===== config.mk =====
export PLATFORM = sky130hd
export DESIGN_NAME = soma_endereco_escalonador
export DESIGN_NICKNAME = d
export VERILOG_FILES = /design/src/rtl/soma_endereco_escalonador.sv
export SDC_FILE = /design/constraint.sdc
export NUM_CORES = 1
export LEC_CHECK = 0
export CAP_MARGIN = 20
export CORE_ASPECT_RATIO = 1.75
export CORE_UTILIZATION = 51
export CTS_BUF_LIST = sky130_fd_sc_hd__clkbuf_16
export DETAILED_ROUTE_END_ITERATION = 6
export GPL_ROUTABILITY_DRIVEN = 0
export PLACE_DENSITY = 0.84
export SLEW_MARGIN = 10
export SYNTH_ARGS = -nofsm -noshare
export SYNTH_HDL_FRONTEND = slang
export SYNTH_SLANG_ARGS = --single-unit

===== constraint.sdc =====
create_clock -name clock -period 3.9 [get_ports clock]
set_input_delay 0.585 -clock clock [delete_from_list [all_inputs] [get_ports clock]]
set_output_delay 0.585 -clock clock [all_outputs]
set_load 0.02 [all_outputs]

===== src/rtl/soma_endereco_escalonador.sv =====
// Two-entry process scheduler: saves/restores PCs and drives id_proc into the address-offset adder.
// Define PREEMPCAO_EN for quantum-based round-robin preemption; otherwise switching is cooperative.
module soma_endereco_escalonador #(
    parameter int unsigned QUANTUM = 8
) (
    input  logic       clock,
    input  logic       reset,
    input  logic       instr_ok,
    input  logic [8:0] pc_atual,
    input  logic       fim_proc,
    input  logic       cria_proc,
    input  logic [1:0] cria_id,
    input  logic [8:0] cria_ender,
    output logic [1:0] id_proc,
    output logic [8:0] pc_novo,
    output logic       carrega_pc,
    output logic       ocupado
);

    typedef enum logic [1:0] {
        StOcioso,
        StExec,
        StSalva,
        StCarrega
    } state_e;

    state_e           state_q, state_d;
    logic [1:0]       id_q, id_d;
    // Table index: bit 0 holds id 1, bit 1 holds id 2.
    logic [1:0]       valid_q, valid_d;
    logic [1:0][8:0]  pc_tab_q, pc_tab_d;

    logic             cur_idx;
    logic             cur_valid;
    logic             oth_valid;
    logic [1:0]       oth_id;
    logic             cria_legal;
    logic             cria_idx;
    logic             expira;

    assign cur_idx    = id_q[1];
    assign cur_valid  = valid_q[cur_idx];
    assign oth_valid  = valid_q[~cur_idx];
    assign oth_id     = 2'd3 - id_q;
    assign cria_legal = (cria_id == 2'd1) || (cria_id == 2'd2);
    assign cria_idx   = cria_id[1];

`ifdef PREEMPCAO_EN
    localparam logic [6:0] UltimaInstr = 7'(QUANTUM - 1);

    logic [6:0] cnt_q, cnt_d;

    assign expira = instr_ok && (cnt_q == UltimaInstr);

    always_comb begin
        cnt_d = cnt_q;
        if (state_q == StCarrega) begin
            cnt_d = '0;
        end else if (state_q == StExec && !fim_proc && instr_ok) begin
            cnt_d = expira ? 7'd0 : cnt_q + 7'd1;
        end
    end

    always_ff @(posedge clock or posedge reset) begin
        if (reset) begin
            cnt_q <= '0;
        end else begin
            cnt_q <= cnt_d;
        end
    end
`else
    logic unused_instr_ok;
    logic unused_quantum;

    assign expira          = 1'b0;
    assign unused_instr_ok = instr_ok;
    assign unused_quantum  = ^7'(QUANTUM);
`endif

    always_comb begin
        state_d  = state_q;
        id_d     = id_q;
        valid_d  = valid_q;
        pc_tab_d = pc_tab_q;

        case (state_q)
            StOcioso: begin
                if (|valid_q) begin
                    state_d = StCarrega;
                    id_d    = valid_q[0] ? 2'd1 : 2'd2;
                end
            end
            StExec: begin
                if (fim_proc) begin
                    state_d          = StSalva;
                    valid_d[cur_idx] = 1'b0;
                end else if (expira && oth_valid) begin
                    state_d = StSalva;
                end
            end
            StSalva: begin
                if (cur_valid) begin
                    pc_tab_d[cur_idx] = pc_atual;
                end
                if (oth_valid) begin
                    state_d = StCarrega;
                    id_d    = oth_id;
                end else if (cur_valid) begin
                    state_d = StCarrega;
                end else begin
                    state_d = StOcioso;
                    id_d    = 2'd0;
                end
            end
            StCarrega: begin
                state_d = StExec;
            end
            default: begin
                state_d = StOcioso;
                id_d    = 2'd0;
            end
        endcase

        // Gating on valid_q makes a clear by fim_proc win over a same-cycle create.
        if (cria_proc && cria_legal && !valid_q[cria_idx]) begin
            valid_d[cria_idx]  = 1'b1;
            pc_tab_d[cria_idx] = cria_ender;
        end
    end

    always_ff @(posedge clock or posedge reset) begin
        if (reset) begin
            state_q  <= StOcioso;
            id_q     <= '0;
            valid_q  <= '0;
            pc_tab_q <= '0;
        end else begin
            state_q  <= state_d;
            id_q     <= id_d;
            valid_q  <= valid_d;
            pc_tab_q <= pc_tab_d;
        end
    end

    assign id_proc    = id_q;
    assign carrega_pc = (state_q == StCarrega);
    assign ocupado    = (state_q == StSalva) || (state_q == StCarrega);
    assign pc_novo    = carrega_pc ? pc_tab_q[cur_idx] : 9'd0;

endmodule


==> results.md, run 1 <==
- Outcome: finished, final reports clean
- Worst Setup Path Type: reg -> out
- Die area: ~3000 sq um
- PD cells: around 750 nW/um^2
- Sw Share: between 30 and 40%
- Fin crit share: 68.6%
- CTS Buf Count: 3
- I/O pin cnt: 38
- Comb power frac: a little under half
- First-pass GRT wire length: between 5000 and 6000 um
- DR WL/cell: between 15 and 20 um
- Peak supply drop: 481 uV
- CP cell instances: mux2i_1 -> nor2_1 -> clkdlybuf4s50_1
- Vias/cell: ~5.8
- Iteration count of the initial detailed-routing pass: 4
- Power Total: about 1.3 mW
- # rows: 25
- Clk slew on worst S/H paths: approximately 60 ps
- CP peak stage delay: approximately 900 ps
- TritonCTS clock tree: built
- Fraction of layout cells with a size suffix above 1: roughly a tenth
- Sequential element share of the synthesized area: 42.3%
- CTS root buf: clkbuf_16
- Arrival time of the worst setup path: about 2100 ps
- # diodes: 0
- Synth Warn #: 0
- Die X-Extent: 41.9 um
- Flop and latch count out of synthesis: 24
- Clock Sinks: 24
- Max Buffers Root-to-Sink: 2
- Leak pwr: approximately 0.8 nW
- Post-DP HPWL: between 2000 and 2500 um
- Largest net degree at the start of global routing: 25
- Max-cap violations: 0
- Post_cts resized: 0
- Final hold violations: 0
- Syn avg cell area: approximately 10 sq um
- Met2 GRT Util: around two fifths
- Post-CTS Setup Inserts: 0
- RSZ-0062 raised after global routing: false
- Slew Limit Fails: 0
- GR Layer Usage met1: ~27%
- Port bufs: 36
- Area growth, synth to finish: 25.7%
- Sequential power share: 38.5%
- Buf/Inv on CP: 1
- Fin crit period: approximately 2700 ps
- CP Launch Type: flip-flop
- Hold-fix buffers at CTS: 0
- Syn nets: 168
- Fillers: between 200 and 250
- FMAX: roughly 0.37 GHz
- Utilization after layout: between 60% and 70%
- Initial core utilization: between 50% and 60%
- Synthesized instance count: roughly 140
- Delay-heaviest family, CP: flip-flops
- GRT overflow: 0
- Relative slew margins: between 30 and 40%
- Core Box Area: ~2700 sq um
- Setup-failing EPs final: 0
- Detailed Route Iter0 Violations: between 40 and 50
- CP Data Required Time: approximately 3300 ps
- Global Route Usage Sum: 23.5%
- Met3 Usage GRT: ~3.8%
- Endpoint class of the critical path: output port
- Die height: ~72 um
- Psw: ~530 uW
- Synth unique cells: 27
- Antenna violations before repair: 0
- Post-Route Setup TNS: 0 ps
- H-tree depth: 1
- Placement Setup Slack: about 1500 ps
- HP Class: reg -> reg
- Worst-margin pin slew: around 960 ps
- Post-layout net count: 197
- Via Count: roughly 1100
- DRT Wirelength: 3130 um
- Clock Latency Late Sink: 260 ps
- CP max stage cell: dfrtp_1
- Crit path max fanout: 20
- Vias in the first global route: approximately 1200
- Clock Power Share: 16.4%
- Final worst clock skew: 3.18 ps
- Grt peak-use layer: met2
- PnR worst setup slack: between 1000 and 1500 ps
- Detail Route Antenna Nets: 0
- Internal power: 809 uW
- Synthesized area: 1420 sq um
- # DRC: 0
==> cells in the mapped netlist <==
cell / count / area, sq um
a21o_2: 1 / 8.76
a21oi_1: 3 / 15.0
a22oi_1: 2 / 15.0
and4bb_1: 1 / 12.5
buf_12: 1 / 20.0
buf_2: 1 / 5.00
buf_4: 4 / 30.0
buf_6: 4 / 45.0
buf_8: 1 / 15.0
clkbuf_1: 1 / 3.75
dfrtp_1: 24 / 601
inv_1: 5 / 18.8
mux2i_1: 27 / 270
nand2_1: 23 / 86.3
nand2b_1: 2 / 12.5
nand2b_4: 1 / 13.8
nand3_1: 1 / 5.00
nand3_2: 1 / 10.0
nor2_1: 12 / 45.0
nor2b_1: 1 / 6.26
nor3_1: 2 / 10.0
nor3_2: 1 / 10.0
nor4bb_1: 1 / 10.0
o21ai_0: 4 / 20.0
o21ai_1: 9 / 45.0
o21ai_2: 9 / 78.8
o31ai_1: 1 / 7.51
==> path summary, 6_finish.rpt <==
path / startpoint / endpoint / slack, ps / cells past startpoint
max: id_proc[1] / pc_novo[5] / 1230 / 3
min: id_proc[0] / id_proc[0] / 540 / 2
max reg2reg: id_proc[1] / pc_tab_q[6] / 1780 / 3
min reg2reg: id_proc[0] / id_proc[0] / 540 / 2
max in group asynchronous: reset / valid_q[1] / 2490 / 2
min in group asynchronous: reset / state_q[1] / 840 / 2
==> routing by layer <==
metal	routed length, um	up-vias
li1	-	544
met1	1250	554
met2	1710	33
met3	109	7
met4	59	0
met5	0	-
==> cell usage in the layout (no fill, tap or decap) <==
cell and n:
nand3_2 1, nand2_1 23, inv_1 5, mux2i_1 27, nor4bb_4 1, nor3_1 2
nor2_1 12, nor3_2 1, a21o_2 1, nor2b_1 1, dfrtp_1 24, o21ai_2 9
a21oi_1 3, o21ai_0 4, nand2b_4 1, clkbuf_16 3, and4bb_1 1, a22oi_1 2
o31ai_1 1, o21ai_1 9, nand3_1 1, clkdlybuf4s50_1 36, nand2b_1 2
==> logic make-up after synthesis <==
family,synth area share (%)
flip-flops,42.3
buffers and inverters,9.69
AND/OR/NAND/NOR,15.6
AO/OA/AOI/OAI,13.4
multiplexers,19.0
==> tightest hold or removal path: stages, from the launching register on <==
cell,delay (ps)
dfrtp_1,360
o31ai_1,80
o21ai_0,70
==> cell type report <==
cell class	instances	area, sq um	share of cell area (%)
multi-input cells	102	697	39.0
flip-flops and latches	24	601	33.6
repair buffers	36	360	20.2
clock buffers	3	75.1	4.20
well taps	27	33.8	1.89
inverters	5	18.8	1.05
==> through the flow <==
step                      cell area [sq um]  instances  hold slack [ps]
after detailed placement               1710        194              531
after floorplan                        1420        143              516
after CTS                              1790        197              547
after global routing                   1790        197              577
final                                  1790        197              543
after global placement                 1710        194              512
==> sequential cells by signal (all words and copies together) (netlist names) <==
| name | count |
|---|---|
| state_q | 2 |
| id_proc | 2 |
| pc_tab_q | 18 |
| valid_q | 2 |
==> power groups by stage <==
| stage | sequential, mW | clock (mW) | combinational, mW |
|---|---|---|---|
| 2_1_floorplan | 0.439 | 0 | 0.490 |
| 3_3_place_gp | 0.505 | 0 | 0.584 |
| 3_5_place_dp | 0.516 | 0 | 0.596 |
| 4_1_cts | 0.514 | 0.220 | 0.608 |
| 5_1_grt | 0.536 | 0.230 | 0.660 |
| 6_report | 0.515 | 0.219 | 0.604 |
Note: power is estimated with default switching activity, not from simulation.
==> run 2, diff against run 1 <==
--- a/config.mk
+++ b/config.mk
@@ -7,11 +7,11 @@
 export LEC_CHECK = 0
 export CAP_MARGIN = 20
 export CORE_ASPECT_RATIO = 1.75
-export CORE_UTILIZATION = 51
+export CORE_UTILIZATION = 48
 export CTS_BUF_LIST = sky130_fd_sc_hd__clkbuf_16
 export DETAILED_ROUTE_END_ITERATION = 6
 export GPL_ROUTABILITY_DRIVEN = 0
-export PLACE_DENSITY = 0.84
+export PLACE_DENSITY = 0.79
 export SLEW_MARGIN = 10
 export SYNTH_ARGS = -nofsm -noshare
 export SYNTH_HDL_FRONTEND = slang
==> constraint.sdc (replaced) <==
create_clock -name clock -period 2.8 [get_ports clock]
set_input_delay 0.42 -clock clock [delete_from_list [all_inputs] [get_ports clock]]
set_output_delay 0.42 -clock clock [all_outputs]
set_load 0.02 [all_outputs]
==> results.md, run 2 (same netlist as run 1, synthesis figures left out) <==
- Detailed Route Iter0 Violations: 27 (was 42)
- Iteration count of the initial detailed-routing pass: 4 (unchanged)
- Reg2reg setup slack: 960 ps (was 1780 ps)
- Detail Route Antenna Nets: 0 (unchanged)
- Biggest register: pc_tab_q (unchanged)
- Worst Setup Path Type: reg -> out (unchanged)
- RSZ-0062 raised after global routing: false (unchanged)
- Largest register FFs: 18 (unchanged)
- I/O pin cnt: 38 (unchanged)
- H-tree depth: 1 (unchanged)
- # diodes: 0 (unchanged)
- CP cell instances: mux2i_1 -> nor2_1 -> clkdlybuf4s50_1 (unchanged)
- Worst setup path endpoint: pc_novo[7] (was pc_novo[5])
- Endpoint class of the critical path: output port (unchanged)
- Global Route Usage Sum: 22.3% (was 23.5%)
- R2R Path End: pc_tab_q[8] (was pc_tab_q[6])
- Area of the multi-input gates: 697 sq um (unchanged)
- Vias in the first global route: 1225 (was 1188)
- Clock Latency Late Sink: 260 ps (about the same)
- Leak pwr: 0.824 nW (was 0.801 nW)
- CTS root buf: clkbuf_16 (unchanged)
- Non-Filler Instances: 202 (was 197)
- Core Box Area: 2750 sq um (was 2660 sq um)
- Via Count: 1163 (was 1138)
- Hold_sp: pc_tab_q[5] (was id_proc[0])
- Clock Sinks: 24 (unchanged)
- FMAX: 0.395 GHz
- Relative slew margins: 38.4% (was 35.6%)
- Origin of the worst setup path: id_proc[1] (unchanged)
- GRT overflow: 0 (unchanged)
- Initial core utilization: 51.6% (was 53.4%)
- Reg2reg start: id_proc[1] (unchanged)
- PD cells: 1040 nW/um^2 (was 750 nW/um^2)
- Largest net degree at the start of global routing: 25 (unchanged)
- Die area: 3190 sq um (was 3010 sq um)
- Fin crit period: approximately 2500 ps
- Vias/cell: 5.76 (was 5.78)
- Crit path max fanout: 20 (unchanged)
- # rows: 25 (unchanged)
- Outcome: finished, final reports clean (unchanged)
- Final hold violations: 0 (unchanged)
- Utilization after layout: 66.1% (was 67.2%)
- Inst Count DP: 198 (was 194)
- DRT Wirelength: 3230 um (was 3130 um)
- Stages on worst setup path: 3 (unchanged)
- Max-cap violations: 0 (unchanged)
- TritonCTS clock tree: built (unchanged)
- Leading cell type in the layout, fill and taps excluded: clkdlybuf4s50_1 (unchanged)
- Peak supply drop: 548 uV (was 481 uV)
- Post-CTS Setup Inserts: 0 (unchanged)
- Final worst clock skew: 3.14 ps (was 3.18 ps)
- Slew Limit Fails: 0 (unchanged)
- CP max stage cell: dfrtp_1 (unchanged)
- Fin crit share: roughly nine tenths
- DR WL/cell: 16.0 um (was 15.9 um)
- CP peak stage delay: 900 ps (about the same)
- Die height: 74.0 um (was 71.8 um)
- Buf/Inv on CP: 1 (unchanged)
- CP Launch Type: flip-flop (unchanged)
- Fillers: 230 (was 217)
- Post-Route Setup TNS: 0 ps (unchanged)
- Max Buffers Root-to-Sink: 2 (unchanged)
- Area growth, synth to finish: 28.1% (was 25.7%)
- FF-to-FF path depth: 4 (was 3)
- Worst-margin pin slew: 922 ps (was 965 ps)
- HP Class: reg -> reg (unchanged)
- Port bufs: 36 (unchanged)
- Fraction of layout cells with a size suffix above 1: 12.0% (was 10.0%)
- CP Data Required Time: 2380 ps (was 3310 ps)
- Clk slew on worst S/H paths: 60 ps (about the same)
- Arrival time of the worst setup path: 2110 ps (was 2090 ps)
- Post-layout net count: 201 (was 197)
- Hold-fix buffers at CTS: 0 (unchanged)
- # DRC: 0 (unchanged)
- Antenna violations before repair: 0 (unchanged)
- Most frequent cells in the layout: clkdlybuf4s50_1 (36), mux2i_1 (27), dfrtp_1 (24), nand2_1 (23), nor2_1 (12) (unchanged)
- Die X-Extent: 43.1 um (was 41.9 um)
- Reg area: 601 sq um (unchanged)
- Delay-heaviest family, CP: flip-flops (unchanged)
- Post-DP HPWL: 2310 um (was 2110 um)
- First-pass GRT wire length: 5460 um (was 5380 um)
- Post_cts resized: 0 (unchanged)
- Setup-failing EPs final: 0 (unchanged)
- CTS Buf Count: 3 (unchanged)
==> run 2: cell count changes in the layout (fill, tap and decap cells not counted), sizes merged <==
cell,before,now
buf,0,4
clkinv,0,1
==> run 2: cell type report <==
| cell class | instances | share of cell area (%) |
|---|---|---|
| Clock inverter | 1 | 0.206 |
| Tap cell | 27 | 1.86 |
| Timing Repair Buffer | 40 | 21.5 |
| Multi-Input combinational cell | 102 | 38.3 |
| Clock buffer | 3 | 4.13 |
| Sequential cell | 24 | 33.0 |
| Inverter | 5 | 1.03 |
==> run 2: how the worst min path moves through the flow <==
stage | slack [ps] | cells after the start | endpoint
2_1_floorplan | 430 | 1 | id_proc[0]
3_5_place_dp | 540 | 2 | pc_tab_q[7]
4_1_cts | 560 | 2 | pc_tab_q[7]
3_3_place_gp | 510 | 2 | id_proc[0]
5_1_grt | 580 | 2 | pc_tab_q[2]
6_report | 550 | 2 | pc_tab_q[5]
==> run 2: worst min-delay path, delay by kind of cell (launching register included) <==
| family | cells | cell delay, ps |
|---|---|---|
| AOI/OAI and AO/OA | 1 | 100 |
| DFF | 1 | 340 |
| muxes | 1 | 80 |
==> run 2: per-stage QoR <==
step	area, sq um	hold WS [ps]	worst slack [ps]	power (mW)
finish	1820	551	271	1.88
global route	1820	582	172	2.00
CTS	1820	558	282	1.90
detailed placement	1740	543	557	1.57
global placement	1740	514	544	1.52
floorplan	1420	435	1110	1.29
==> run 2: routing by layer <==
metal | global-route usage, % | routed length, um | share of wire, % | vias up
met5 | 0 | 0 | 0 | -
met4 | 7.74 | 51 | 1.6 | 0
met3 | 2.91 | 127 | 3.9 | 5
met2 | 41.6 | 1890 | 59 | 35
met1 | 25.5 | 1150 | 36 | 575
li1 | - | - | - | 548
==> run 2: report_power, final <==
| group | internal, mW | switching (mW) | total [mW] |
|---|---|---|---|
| registers | 0.514 | 0.205 | 0.719 |
| clock network | 0.191 | 0.119 | 0.310 |
| logic | 0.430 | 0.424 | 0.854 |
==> run 3, diff against run 2 <==
--- a/config.mk
+++ b/config.mk
@@ -11,7 +11,7 @@
 export CTS_BUF_LIST = sky130_fd_sc_hd__clkbuf_16
 export DETAILED_ROUTE_END_ITERATION = 6
 export GPL_ROUTABILITY_DRIVEN = 0
-export PLACE_DENSITY = 0.79
+export PLACE_DENSITY = 0.83
 export SLEW_MARGIN = 10
 export SYNTH_ARGS = -nofsm -noshare
 export SYNTH_HDL_FRONTEND = slang
==> results.md, run 3 (same netlist as run 1, synthesis figures left out) <==
- Outcome: finished, final reports clean (unchanged)
- CP max stage cell: dfrtp_1 (unchanged)
- Min Hold Slack: 545 ps (was 551 ps)
- Fin area: 1840 sq um (was 1820 sq um)
- DRT Wirelength: 3270 um (was 3230 um)
- FMAX: 0.394 GHz (was 0.395 GHz)
- H-tree depth: 1 (unchanged)
- Clock Latency Late Sink: 250 ps (was 260 ps)
- Global Route Usage Sum: 21.9% (was 22.3%)
- Leading cell type in the layout, fill and taps excluded: clkdlybuf4s50_1 (unchanged)
- PD cells: 1080 nW/um^2 (was 1040 nW/um^2)
- Fin crit share: 90.7% (was 90.3%)
- CTS Buf Count: 3 (unchanged)
- CP cell instances: mux2i_1 -> nor2_1 -> clkdlybuf4s50_1 (unchanged)
- Worst-margin pin slew: 910 ps (was 922 ps)
- Max Buffers Root-to-Sink: 2 (unchanged)
- Reg2reg start: id_proc[1] (unchanged)
- HP Class: reg -> reg (unchanged)
- Placed inst area: 1730 sq um (was 1740 sq um)
- Via Count: 1191 (was 1163)
- Origin of the worst setup path: id_proc[1] (unchanged)
- Initial core utilization: 51.6% (unchanged)
- Worst Setup Path Type: reg -> out (unchanged)
- CP Launch Type: flip-flop (unchanged)
- Largest net degree at the start of global routing: 25 (unchanged)
- Post-CTS Setup Inserts: 0 (unchanged)
- Post-Route Setup TNS: 0 ps (unchanged)
- Non-Filler Instances: 201 (was 202)
- Max-cap violations: 0 (unchanged)
- Inst Count DP: 197 (was 198)
- Iteration count of the initial detailed-routing pass: 4 (unchanged)
- Crit path max fanout: 20 (unchanged)
- Vias/cell: 5.93 (was 5.76)
- Die height: 74.0 um (unchanged)
- Die X-Extent: 43.1 um (unchanged)
- RSZ-0062 raised after global routing: false (unchanged)
- Hold-fix buffers at CTS: 0 (unchanged)
- Clock Sinks: 24 (unchanged)
- Setup-failing EPs final: 0 (unchanged)
- Die area: 3190 sq um (unchanged)
- Antenna violations before repair: 0 (unchanged)
- Slew Limit Fails: 0 (unchanged)
- DR WL/cell: 16.3 um (was 16.0 um)
- Area growth, synth to finish: 29.4% (was 28.1%)
- Port bufs: 36 (unchanged)
- Fraction of layout cells with a size suffix above 1: 12.1% (was 12.0%)
- # rows: 25 (unchanged)
- Final hold violations: 0 (unchanged)
- # DRC: 0 (unchanged)
- CP Data Required Time: 2380 ps (about the same)
- Leak pwr: 0.832 nW (was 0.824 nW)
- CTS root buf: clkbuf_16 (unchanged)
- Clk slew on worst S/H paths: 60 ps (about the same)
- Relative slew margins: 39.3% (was 38.4%)
- Post_cts resized: 0 (unchanged)
- Final worst clock skew: 2.59 ps (was 3.14 ps)
- Vias in the first global route: 1138 (was 1225)
- First-pass GRT wire length: 5310 um (was 5460 um)
- Endpoint class of the critical path: output port (unchanged)
- Arrival time of the worst setup path: 2120 ps (was 2110 ps)
- Peak supply drop: 683 uV (was 548 uV)
- Core Box Area: 2750 sq um (unchanged)
- I/O pin cnt: 38 (unchanged)
- Post-layout net count: 200 (was 201)
- CP peak stage delay: 910 ps (was 900 ps)
- Detailed Route Iter0 Violations: 59 (was 27)
- Largest register FFs: 18 (unchanged)
- Most frequent cells in the layout: clkdlybuf4s50_1 (36), mux2i_1 (27), dfrtp_1 (24), nand2_1 (23), nor2_1 (12) (unchanged)
- Detail Route Antenna Nets: 0 (unchanged)
- Post-DP HPWL: 2310 um (about the same)
- Hold_sp: id_proc[0] (was pc_tab_q[5])
- TritonCTS clock tree: built (unchanged)
- # diodes: 0 (unchanged)
- Biggest register: pc_tab_q (unchanged)
- Fin crit period: 2540 ps (was 2530 ps)
- GRT overflow: 0 (unchanged)
-- run 3: worst paths after layout --
kind	slack [ps]	cells past startpoint	end
max	260	3	pc_novo[6]
min in group asynchronous	660	2	id_proc[1]
min reg2reg	550	2	id_proc[0]
max reg2reg	1050	4	pc_tab_q[15]
min	550	2	id_proc[0]
max in group asynchronous	1580	2	state_q[1]
-- run 3: through the flow --
step | util [%] | setup WS (ps) | power [mW]
final | 66.8 | 260 | 1.98
after global routing | 66.8 | 166 | 2.09
after CTS | 66.8 | 263 | 1.98
after detailed placement | 63.0 | 557 | 1.57
after global placement | 63.0 | 576 | 1.51
after floorplan | - | 1110 | 1.29
-- run 3: area by class of cell --
type	count	area, sq um
clock buffers	3	75.1
clock inverters	1	30.0
fillers	222	915
inverters	5	18.8
multi-input cells	102	697
flip-flops and latches	24	601
well taps	27	33.8
repair buffers	39	383
-- run 3: where the power goes --
part	total [mW]	switching [mW]	internal, mW
Combinational	0.855	0.427	0.428
Clock	0.404	0.120	0.284
Sequential	0.717	0.203	0.514
-- run 3: routing by layer --
layer / vias up / share of wire (%) / track usage (%)
met5: - / 0 / 0
met1: 582 / 38 / 26.9
met2: 51 / 55 / 38.6
li1: 550 / - / -
met3: 8 / 5.1 / 2.67
met4: 0 / 1.9 / 8.42
-- run 3: critical path, delay by kind of cell, from the launching register on --
| family | cells | cell delay [ps] |
|---|---|---|
| mux | 1 | 210 |
| simple gates | 1 | 130 |
| flops | 1 | 910 |
| buf+inv | 1 | 610 |
